--- config.mk ---
export PLATFORM = sky130hd
export DESIGN_NAME = uart_rx_core
export DESIGN_NICKNAME = d
export VERILOG_FILES = /design/src/rtl/uart_rx_core.sv
export SDC_FILE = /design/constraint.sdc
export NUM_CORES = 1
export LEC_CHECK = 0
export CORE_MARGIN = 3
export CORE_UTILIZATION = 50
export DETAILED_ROUTE_END_ITERATION = 10
export PLACE_DENSITY = 0.71
export SETUP_SLACK_MARGIN = 0.3
export SLEW_MARGIN = 20
export SYNTH_ARGS = -nofsm -noshare
export SYNTH_HDL_FRONTEND = slang
export SYNTH_SLANG_ARGS = --single-unit
export TNS_END_PERCENT = 10
--- constraint.sdc ---
create_clock -name i_Clock -period 2.1 [get_ports i_Clock]
set_clock_uncertainty 0.05 [all_clocks]
set_input_delay 0.42 -clock i_Clock [delete_from_list [all_inputs] [get_ports i_Clock]]
set_output_delay 0.42 -clock i_Clock [all_outputs]
set_load 0.03 [all_outputs]
--- src/rtl/uart_rx_core.sv ---
// 8N1 UART receiver: two-flop input synchroniser, start-bit qualification at mid-bit,
// LSB-first mid-bit sampling, one-cycle data-valid and framing-error strobes.
//
// state        | meaning
// S_IDLE       | line idle; waiting for synchronised line to go low
// S_START      | counting to the start-bit midpoint to reject glitches
// S_DATA       | sampling 8 data bits, one per bit period
// S_STOP       | sampling the stop bit; deliver byte or flag framing error
// S_BREAK_WAIT | stop bit was low; hold off start detection until line is high
module uart_rx_core #(
    parameter int CLKS_PER_BIT = 217
) (
    input  logic       i_Clock,
    input  logic       i_Rst_L,
    input  logic       i_RX_Serial,
    output logic       o_RX_DV,
    output logic [7:0] o_RX_Byte,
    output logic       o_RX_Busy,
    output logic       o_Frame_Err
);

    localparam int HALF = (CLKS_PER_BIT - 1) / 2;
    localparam int CW   = $clog2(CLKS_PER_BIT) + 1;
    localparam logic [CW-1:0] CNT_HALF = CW'(HALF);
    localparam logic [CW-1:0] CNT_LAST = CW'(CLKS_PER_BIT - 1);

    typedef enum logic [2:0] {
        S_IDLE       = 3'd0,
        S_START      = 3'd1,
        S_DATA       = 3'd2,
        S_STOP       = 3'd3,
        S_BREAK_WAIT = 3'd4
    } state_t;

    logic          rx_meta_q;
    logic          rx_s_q;
    state_t        state_q;
    logic [CW-1:0] cnt_q;
    logic [2:0]    idx_q;
    logic [7:0]    shift_q;
    logic [7:0]    byte_q;
    logic          dv_q;
    logic          ferr_q;
    logic          busy_q;

    // Line idles high, so the synchroniser resets high to avoid a false start.
    always_ff @(posedge i_Clock or negedge i_Rst_L) begin
        if (!i_Rst_L) begin
            rx_meta_q <= 1'b1;
            rx_s_q    <= 1'b1;
        end else begin
            rx_meta_q <= i_RX_Serial;
            rx_s_q    <= rx_meta_q;
        end
    end

    always_ff @(posedge i_Clock or negedge i_Rst_L) begin
        if (!i_Rst_L) begin
            state_q <= S_IDLE;
            cnt_q   <= '0;
            idx_q   <= '0;
            shift_q <= '0;
            byte_q  <= '0;
            dv_q    <= 1'b0;
            ferr_q  <= 1'b0;
            busy_q  <= 1'b0;
        end else begin
            dv_q   <= 1'b0;
            ferr_q <= 1'b0;
            case (state_q)
                S_IDLE: begin
                    cnt_q  <= '0;
                    idx_q  <= '0;
                    busy_q <= 1'b0;
                    if (!rx_s_q) begin
                        state_q <= S_START;
                        busy_q  <= 1'b1;
                    end
                end

                S_START: begin
                    if (cnt_q == CNT_HALF) begin
                        cnt_q <= '0;
                        if (!rx_s_q) begin
                            state_q <= S_DATA;
                            idx_q   <= '0;
                        end else begin
                            state_q <= S_IDLE;
                            busy_q  <= 1'b0;
                        end
                    end else begin
                        cnt_q <= cnt_q + 1'b1;
                    end
                end

                S_DATA: begin
                    if (cnt_q == CNT_LAST) begin
                        cnt_q          <= '0;
                        shift_q[idx_q] <= rx_s_q;
                        if (idx_q == 3'd7) begin
                            state_q <= S_STOP;
                        end else begin
                            idx_q <= idx_q + 1'b1;
                        end
                    end else begin
                        cnt_q <= cnt_q + 1'b1;
                    end
                end

                // Leaving at the stop midpoint gives IDLE half a bit of margin
                // before a back-to-back start bit can reach rx_s.
                S_STOP: begin
                    if (cnt_q == CNT_LAST) begin
                        cnt_q <= '0;
                        if (rx_s_q) begin
                            byte_q  <= shift_q;
                            dv_q    <= 1'b1;
                            state_q <= S_IDLE;
                            busy_q  <= 1'b0;
                        end else begin
                            ferr_q  <= 1'b1;
                            state_q <= S_BREAK_WAIT;
                        end
                    end else begin
                        cnt_q <= cnt_q + 1'b1;
                    end
                end

                S_BREAK_WAIT: begin
                    cnt_q <= '0;
                    if (rx_s_q) begin
                        state_q <= S_IDLE;
                        busy_q  <= 1'b0;
                    end
                end

                default: begin
                    state_q <= S_IDLE;
                    cnt_q   <= '0;
                    idx_q   <= '0;
                    busy_q  <= 1'b0;
                end
            endcase
        end
    end

    assign o_RX_DV     = dv_q;
    assign o_RX_Byte   = byte_q;
    assign o_RX_Busy   = busy_q;
    assign o_Frame_Err = ferr_q;

endmodule

* Yosys cells after proc, flatten, opt, wreduce, memory -nomap -nowiden *
Cells that the tools add are included.

word-level totals
  bits in registers = 36
  input bits = 3

cells by class
  muxes and demuxes = 30
  order comparisons = 2
  bitwise gates (word level) = 2
  equal/unequal tests = 15
  add/sub/neg operators = 2
  reductions and logical operators = 9

operator list
  kind                   count
  $mux W3                11
  $mux W9                2
  $pmux W9 S2            1
  $ne A2 B2 Y1 const B   8
  $pmux W3 S5            1
  $mux W1                10
  $add A9 B1 Y9 const B  1
  $eq A9 B7 Y1 const B   1
  $eq A9 B8 Y1 const B   1
  $pmux W3 S3            1
  $bwmux W8              1
  $eq A3 B2 Y1 const B   2
  $eq A3 B3 Y1 const B   2
  $reduce_and A3 Y1      2
  $reduce_and A6 Y1      1
  $pmux W1 S5            1
  $reduce_and A5 Y1      1
  $lt A3 B4 Y1 const B   1
  $reduce_or A2 Y1       2
  $add A3 B1 Y3 const B  1
  $demux W1 S3           1
  $eq A3 B1 Y1 const B   1
  $ge A3 B1 Y1 const B   1
  $logic_not A3 Y1       1
  4 further kinds        5

* Depth between registers and ports, before layout *
Gate-level depths: netlist (run 1).

  depth in word-level cells = 5
  gate-level depth with buffers = 7
  mapped depth without buffers = 6

* Worst setup path after synthesis (run 1) *
Ideal clock, no wire load.

  path type = reg-to-reg
  start = register cnt_q[0]
  end = register cnt_q[2]
  path slack = 0.248 ns
  required time = 1.931 ns
  cell stages (with the launch flop) = 8
  data arrival time = 1.683 ns
  buffers on the path = 1
  clock period less this slack = 1.852 ns
  path through = dfrtp_1 inv_1 ha_1 or4b_4 o21ai_4 o31a_4 buf_12 nor2_2

between the ends
  longest elaborated chain between the ends = 3
  elaborated cells on any way between the ends = 6
  classes of those cells = add/sub: 1; eq/ne: 2; mux: 3

RTL lines
  what                                   RTL line      source
  from (decl)                            38            logic [CW-1:0] cnt_q;
  from (signal assigned)                 92            cnt_q <= cnt_q + 1'b1;
  from (signal assigned)                 106           cnt_q <= cnt_q + 1'b1;
  from (signal assigned)                 125           cnt_q <= cnt_q + 1'b1;
  $add A9 B1 Y9 (tied with other cells)  92, 106, 125
  $mux W9 (on tied branches)             97, 113, 82
  $pmux W9 S2 *                          70            case (state_q)

Mark *: on every way between the ends. The rest lies on a longest branch, timed or not.
A chain may end at the register's enable or synchronous reset.

* Worst setup path in the final report (run 1) *
  start = register byte_q[1], in the netlist o_RX_Byte[1]
  end = output o_RX_Byte[1]

RTL lines
  what                    RTL line  source
  from (decl)             41        logic [7:0] byte_q;
  from (signal assigned)  116       byte_q <= shift_q;
  to (decl)               17        output logic [7:0] o_RX_Byte,

No word-level cell between the ends.

==> metrics.csv, run 1 <==
stage;metric;value;unit
logic_synthesis;Ys Warns;0;
clock_tree;clock transition at the registers of the reported paths;0.07;ns
pwr;leak pwr;0.9219;nW
logic_synthesis;mux share of post-synthesis cell area;11.16;%
critical_path;crit path cell chain;clkdlybuf4s50_1;
critical_path;FF-to-FF path depth;6;
critical_path;crit path max fanout;2;
critical_path;CP Launch Type;flop;
logic_synthesis;Compound-Gate Fraction of Synth Area;7.570;%
logic_synthesis;Synth Flop Type;dfrtp_1;
sta;Max-Slew Margin vs Limit;70.41;%
logic_synthesis;post-synthesis sequential area ratio;47.94;%
critical_path;Slowest cell on crit path;clkdlybuf4s50_1;
pwr;peak supply drop;0.5221;mV
logic_synthesis;post-synth top area share;45.15;%
clock_tree;TritonCTS clock tree;yes;
logic_synthesis;cell with the most instances after synthesis;dfrtp_1;
logic_synthesis;Adder-Cell Fraction of Synth Area;2.656;%
clock_tree;CTS Sinks;36;
route;Initial DRC Count;31;
clock_tree;Root Buffer Master;clkbuf_8;
sta;Finish-stage setup viols;0;
logic_synthesis;Cell variety after synth;51;
logic_synthesis;Post-synth EDFFs;0;
critical_path;FF-to-FF Start;cnt_q[0];
grt;GRT Residual Overflow;0;
critical_path;r2r endpoint;idx_q[2];
clock_tree;deepest clock path buffer count;2;
route;DRC errors left;0;
critical_path;critical path class;reg -> out;
min_path;min-delay src;rx_meta_q;
grt;largest net degree at the start of global routing;37;
min_path;depth of the worst hold-timing path;0;
logic_synthesis;Mapped Area;0.001884;mm^2
logic_synthesis;top cells by area, synth;dfrtp_1 45%, mux2_4 6.4%, mux2_1 4.8%, dfstp_2 2.8%, ha_1 2.7%;
logic_synthesis;syn_area_per_cell;12.65;um^2
critical_path;FF-to-FF setup slack;0.30;ns
critical_path;Worst EP arrival;1.33;ns
layout;final core occ;64.14;%
grt;All-Layer GR Usage;16.14;%
sta;final setup TNS;0;ns
logic_synthesis;Post-Syn Nets;156;
logic_synthesis;largest family of logic cells by synthesized area;simple AND/OR/NAND/NOR gates;
logic_synthesis;Post-synth top cells;34 x dfrtp_1, 8 x mux2_1, 8 x mux2_4;
status;status;completed;
grt;vias in the first global route;1158;
logic_synthesis;simple-gate share of the synthesized area;22.44;%
grt;first-pass GRT wire length;5.368;mm
critical_path;CP max stage delay;0.68;ns
sta;RSZ-0062 raised after global routing;yes;
critical_path;WP data required;1.63;ns
layout;Syn-to-layout area delta;18.06;%
min_path;Hold Path Class;reg -> reg;
route;wire per inst;14.70;um
layout;share of cells above drive strength 1;33.93;%
route;DR pass1 iterations;4;
critical_path;delay-heaviest family, CP;buffers and inverters;
sta;Fin. Hold Viols;0;
sta;final critical-path required period;1.804;ns
floorplanning;Starting Density;54.33;%
grt;initial antenna violation count;0;
flow_run;Max-cap violations;0;
floorplanning;die span in x;67.39;um
clock_tree;H-tree depth;2;
route;post-route ant nets;0;
placed_design;Post-DP HPWL;2.189;mm
logic_synthesis;Synth Instances;149;
route;final WL;3.146;mm
logic_synthesis;post-synth top area cell;dfrtp_1;
placed_design;port bufs;13;
sta;max-slew violation count;0;
sta;highest clock rate;554.2;MHz
min_path;Min-Delay Endpoint;rx_s_q;
logic_synthesis;flops & latches, synth;36;
floorplanning;Die Y;67.39;um
logic_synthesis;Async SR Flop Fraction;100.0;%
clock_tree;CTS buffer count;5;
layout;ANT cells;0;
placed_design;gpl congestion;0.9325;
critical_path;buffers and inverters on the worst path;1;
floorplanning;row count;21;
route;via count;1206;
clock_tree;clk_lat worst skew;0.29;ns
pwr;pwr/cell area;587.9;mW/mm^2
logic_synthesis;XOR/XNOR Fraction of Synth Area;3.254;%
layout;Post-layout nets;174;
sta;Worst Tran Pin Value;0.4439;ns
floorplanning;core area;0.003468;mm^2
clock_tree;Hold Buf Count CTS;0;
sta;Tcrit/Tclk final;85.92;%
floorplanning;io pins;14;
route;DR vias/cell;5.636;
critical_path;Worst setup EP type;output port;
floorplanning;die area;0.004541;mm^2
## where the power goes
| group | total, W | switching (W) | internal, W |
|---|---|---|---|
| Sequential | 0.000701 | 0.00000399 | 0.000697 |
| Combinational | 0.0000217 | 0.0000153 | 0.00000640 |
| Clock | 0.000585 | 0.000233 | 0.000352 |
## what timing repair did
| action | CTS | global route |
|---|---|---|
| buffers inserted | 3 | 1 |
| hold endpoints to repair | 0 | 0 |
| cloned | 0 | 0 |
| setup endpoints to repair | 27 | 35 |
| pin swaps | 1 | 3 |
| resized for setup | 2 | 12 |
## sequential cells by signal (all words and copies together) (netlist names), 3 cells and up
name / flops
state_q: 3
cnt_q: 9
o_RX_Byte: 8
idx_q: 3
shift_q: 8
## metal layers
layer,GRT usage [%],up-vias,routed length [um]
li1,-,583,-
met1,18.95,598,1359
met2,26.50,18,1613
met3,5.158,7,114
met4,8.101,0,58
met5,0,-,0
## layout by cell type (no fill, tap or decap), types with 2 or more instances in the layout
cell type / n
xnor2_1: 4
nor3_1: 2
inv_2: 2
nor2b_1: 2
nor2_2: 7
buf_4: 7
ha_1: 3
xor2_1: 3
a32o_1: 2
nand3_1: 6
a21oi_1: 4
dfstp_2: 2
nand4_1: 4
clkbuf_8: 5
mux2_4: 9
inv_1: 3
clkdlybuf4s50_1: 12
dfrtp_1: 30
and4b_1: 3
nor4b_4: 2
nor2b_2: 2
nor2_1: 3
and4_1: 2
mux2_1: 7
dfrtp_2: 4
nand2_1: 6
## kinds of logic after synthesis
group,after synthesis
flip-flops,36
XOR/XNOR,7
multiplexers,16
adder cells (fa/ha/maj),4
AO/OA/AOI/OAI,17
AND/OR/NAND/NOR,55
buffers and inverters,14
## per-stage QoR
step,power [W],cell area (um^2),hold slack (ns),worst slack [ns],std cells
after global routing,0.001370,2225,0.3105,0.2295,214
after floorplan,0.0007166,1897,0.07441,0.3071,149
final,0.001308,2225,0.3054,0.2956,214
after global placement,0.0007359,2032,0.2959,0.2747,202
after detailed placement,0.0007365,2032,0.2970,0.2233,202
after CTS,0.001327,2162,0.3064,0.2653,213
## how the worst max path moves through the flow
stage                     slack, ns  cells after the start            to          from
after floorplan                0.31                      7  o_RX_Byte[0]      cnt_q[0]
after global placement         0.27                      6      idx_q[1]      cnt_q[0]
after detailed placement       0.22                      6      idx_q[1]      cnt_q[0]
after CTS                      0.27                      6      idx_q[2]      cnt_q[0]
after global routing           0.23                      6      idx_q[2]      cnt_q[0]
final                          0.30                      1  o_RX_Byte[1]  o_RX_Byte[1]
## cell type report
cell class              count  area (um^2)
fillers                   287         1244
multi-input cells          99        950.9
well taps                  46        57.56
clock buffers               6        72.57
repair buffers             20        181.4
clock inverters             2        35.03
inverters                   5        18.77
flip-flops and latches     36        908.4
(Power assumes the default switching activity.)
==> run 2, diff against run 1 <==
--- a/config.mk
+++ b/config.mk
@@ -5,10 +5,13 @@
 export SDC_FILE = /design/constraint.sdc
 export NUM_CORES = 1
 export LEC_CHECK = 0
+export ABC_AREA = 1
+export CELL_PAD_IN_SITES_DETAIL_PLACEMENT = 0
+export CELL_PAD_IN_SITES_GLOBAL_PLACEMENT = 2
 export CORE_MARGIN = 3
-export CORE_UTILIZATION = 50
+export CORE_UTILIZATION = 34
 export DETAILED_ROUTE_END_ITERATION = 10
-export PLACE_DENSITY = 0.71
+export PLACE_DENSITY = 0.78
 export SETUP_SLACK_MARGIN = 0.3
 export SLEW_MARGIN = 20
 export SYNTH_ARGS = -nofsm -noshare
==> run 2 against run 1 <==
  * Fmax up 0.97%
  * Critical path type unchanged
  * Synthesized cell count is 44% higher
  * Global-route usage fell by 2.9 points
  * Sequential share of layout area grew 1.7 points
  * Power increased by 20%
  * Combinational power grew 18%
  * Final cell count is 41% higher
  * Critical path depth unchanged
  * Synthesized area fell by 6.8%
  * Setup slack better by 0.017 ns
  * Non-clock buffer count decreased by 6
==> metrics.csv, run 2 <==
stage;metric;value;unit;change
logic_synthesis;Ys Warns;0;;unchanged
logic_synthesis;Post-synth top cells;65 x nand2_1, 34 x dfrtp_1, 24 x nor2_1;;
critical_path;delay-heaviest family, CP;buffers and inverters;;
logic_synthesis;top cells by area, synth;dfrtp_1 48%, nand2_1 14%, nand3_1 6.3%, nor2_1 5.1%, inv_1 4.5%;;
logic_synthesis;Cell variety after synth;25;;-51%
layout;Syn-to-layout area delta;21.01;%;
layout;area of the multi-input gates;747.0;um^2;-21%
floorplanning;io pins;14;;unchanged
logic_synthesis;post-synthesis sequential area ratio;51.42;%;+3.5 points
route;Initial DRC Count;94;;+200%
grt;GRT Residual Overflow;0;;unchanged
logic_synthesis;Async SR Flop Fraction;100.0;%;unchanged
clock_tree;clk_lat worst skew;0.29;ns;about the same
floorplanning;Die Y;77.88;um;+16%
clock_tree;deepest clock path buffer count;2;;unchanged
status;status;completed;;
clock_tree;H-tree depth;2;;unchanged
critical_path;CP Launch Type;flop;;
clock_tree;Root Buffer Master;clkbuf_8;;
route;DR pass1 iterations;4;;unchanged
clock_tree;CTS Sinks;36;;unchanged
sta;max-slew violation count;0;;unchanged
critical_path;WP data required;1.63;ns;about the same
sta;Fin Hold WS;0.3105;ns;+0.005032 ns
placed_design;gpl congestion;0.7794;;-16%
critical_path;critical path class;reg -> out;;
layout;fillers;496;;+73%
pwr;leak pwr;1.028;nW;+12%
placed_design;port bufs;13;;unchanged
critical_path;CP max stage delay;0.68;ns;about the same
critical_path;crit path cell chain;clkdlybuf4s50_1;;
sta;Tcrit/Tclk final;85.10;%;-0.82 points
sta;Fin. Hold Viols;0;;unchanged
logic_synthesis;Synth Flop Type;dfrtp_1;;
pwr;pwr/cell area;735.6;mW/mm^2;+25%
sta;final critical-path required period;1.787;ns;-0.01730 ns
floorplanning;Starting Density;36.23;%;-18 points
layout;Post-layout nets;240;;+38%
min_path;Hold Path Class;reg -> reg;;
sta;Max-Slew Margin vs Limit;69.70;%;-0.71 points
layout;Top reg by flops;cnt_q;;
logic_synthesis;post-synth top area cell;dfrtp_1;;
critical_path;crit path max fanout;2;;unchanged
grt;All-Layer GR Usage;13.28;%;-2.9 points
critical_path;buffers and inverters on the worst path;1;;unchanged
layout;non-filler instance count after layout;301;;+41%
pwr;peak supply drop;0.4014;mV;-23%
floorplanning;core area;0.004848;mm^2;+40%
sta;highest clock rate;559.6;MHz;+0.97%
grt;vias in the first global route;1364;;+18%
sta;RSZ-0062 raised after global routing;yes;;
layout;max reg flops;9;;unchanged
grt;first-pass GRT wire length;6.341;mm;+18%
sta;Final WS setup;0.3129;ns;+0.01730 ns
layout;share of cells above drive strength 1;11.54;%;-22 points
sta;final setup TNS;0;ns;unchanged
sta;Finish-stage setup viols;0;;unchanged
floorplanning;row count;25;;+19%
clock_tree;CTS buffer count;5;;unchanged
route;final WL;3.312;mm;+5.3%
grt;largest net degree at the start of global routing;37;;unchanged
logic_synthesis;post-synth top area share;48.43;%;+3.3 points
route;wire per inst;11.00;um;-25%
critical_path;Slowest cell on crit path;clkdlybuf4s50_1;;
logic_synthesis;Mapped Area;0.001757;mm^2;-6.8%
route;via count;1361;;+13%
grt;initial antenna violation count;0;;unchanged
layout;commonest cells after routing, fill and taps aside;65 x nand2_1, 33 x dfrtp_1, 24 x nor2_1;;
placed_design;Setup WS pre-CTS;0.4540;ns;+0.2307 ns
pwr;total power;0.001564;W;+20%
placed_design;Post-DP HPWL;2.388;mm;+9.1%
clock_tree;TritonCTS clock tree;yes;;
floorplanning;die area;0.006065;mm^2;+34%
critical_path;Worst setup EP type;output port;;
route;post-route ant nets;0;;unchanged
sta;Worst Tran Pin Value;0.4545;ns;+0.01061 ns
clock_tree;clock transition at the registers of the reported paths;0.08;ns;about the same
logic_synthesis;flops & latches, synth;36;;unchanged
flow_run;Max-cap violations;0;;unchanged
critical_path;Worst EP arrival;1.32;ns;about the same
route;DRC errors left;0;;unchanged
layout;sequential cell area;904.6;um^2;-0.41%
route;DR vias/cell;4.522;;-20%
clock_tree;Setup Buffers After CTS;0;;-3
placed_design;dpl cells;293;;+45%
layout;most common cell after layout, fill and taps aside;nand2_1;;
logic_synthesis;cell with the most instances after synthesis;nand2_1;;
logic_synthesis;Post-synth EDFFs;0;;unchanged
floorplanning;die span in x;77.88;um;+16%
logic_synthesis;Synth Instances;214;;+44%
layout;ANT cells;0;;unchanged
logic_synthesis;syn_area_per_cell;8.209;um^2;-35%
logic_synthesis;Post-Syn Nets;221;;+42%
## run 2: changes by cell type after synthesis, sizes merged, moves of 4 or more
| cell | previous run | this run |
|---|---|---|
| nand2 | 6 | 69 |
| inv | 5 | 24 |
| nor2 | 11 | 29 |
| nand3 | 7 | 24 |
| mux2 | 16 | 0 |
| o21ai | 2 | 13 |
| buf | 6 | 2 |
| nor2b | 4 | 0 |
## run 2: metal layers
layer	up-vias	global-route usage, %	wire (um)
met5	-	0	0
met4	0	4.804	59
met3	6	3.596	145
met2	26	19.61	1409
met1	619	18.56	1697
li1	710	-	-
## run 2: what timing repair did
item                                    in CTS  in global routing
hold buffers                                 0                  0
gates resized for setup                      0                  1
endpoints found under the setup margin       0                 13
endpoints found under the hold margin        0                  0
## run 2: kinds of logic (layout without fill, tap and decap cells)
family                   after synthesis  count (layout)  synth area share, %
AO/OA/AOI/OAI                         14              14                3.988
XOR/XNOR                               5               5                2.493
adder cells (fa/ha/maj)                4               4                2.849
flip-flops                            36              36                51.42
AND/OR/NAND/NOR                      128             128                33.19
buffers and inverters                 27              47                6.054
## run 2: power by group
| part | switching [W] | internal (W) | leakage (nW) |
|---|---|---|---|
| Combinational | 0.0000196 | 0.00000604 | 0.476 |
| Clock | 0.000246 | 0.000594 | 0.0784 |
| Sequential | 0.00000201 | 0.000697 | 0.474 |
| Total | 0.000267 | 0.00130 | 1.03 |
## run 2: path summary, 6_finish.rpt
path                               from           end  cells past startpoint  slack [ns]
setup / recovery           o_RX_Byte[2]  o_RX_Byte[2]                      1        0.31
setup reg to reg               idx_q[0]      idx_q[2]                      8        0.47
hold reg to reg               rx_meta_q        rx_s_q                      0        0.31
min in group asynchronous       i_Rst_L  o_RX_Byte[7]                      2        0.51
max in group asynchronous       i_Rst_L        rx_s_q                      2        1.14
hold / removal                rx_meta_q        rx_s_q                      0        0.31
## run 2: area by class of cell
cell class,count,share of cell area [%]
tap,67,3.943
inverter,25,4.414
multi-input combinational,151,35.14
sequential,36,42.55
timing repair buffer,14,6.474
clock inverter,3,4.238
clock buffer,5,3.237
## run 2: metrics by stage
| step | util (%) | area, um^2 |
|---|---|---|
| 2_1_floorplan | - | 1757 |
| 3_3_place_gp | 40.54 | 1966 |
| 3_5_place_dp | 40.54 | 1966 |
| 4_1_cts | 43.82 | 2125 |
| 5_1_grt | 43.85 | 2126 |
| 6_report | 43.85 | 2126 |
==> run 3, diff against run 2 <==
--- a/config.mk
+++ b/config.mk
@@ -6,11 +6,13 @@
 export NUM_CORES = 1
 export LEC_CHECK = 0
 export ABC_AREA = 1
+export CAP_MARGIN = 30
 export CELL_PAD_IN_SITES_DETAIL_PLACEMENT = 0
 export CELL_PAD_IN_SITES_GLOBAL_PLACEMENT = 2
 export CORE_MARGIN = 3
 export CORE_UTILIZATION = 34
 export DETAILED_ROUTE_END_ITERATION = 10
+export HOLD_SLACK_MARGIN = 0.02
 export PLACE_DENSITY = 0.78
 export SETUP_SLACK_MARGIN = 0.3
 export SLEW_MARGIN = 20
==> results of run 3 <==
Final layout, timing and power as in run 2 (identical DEF).
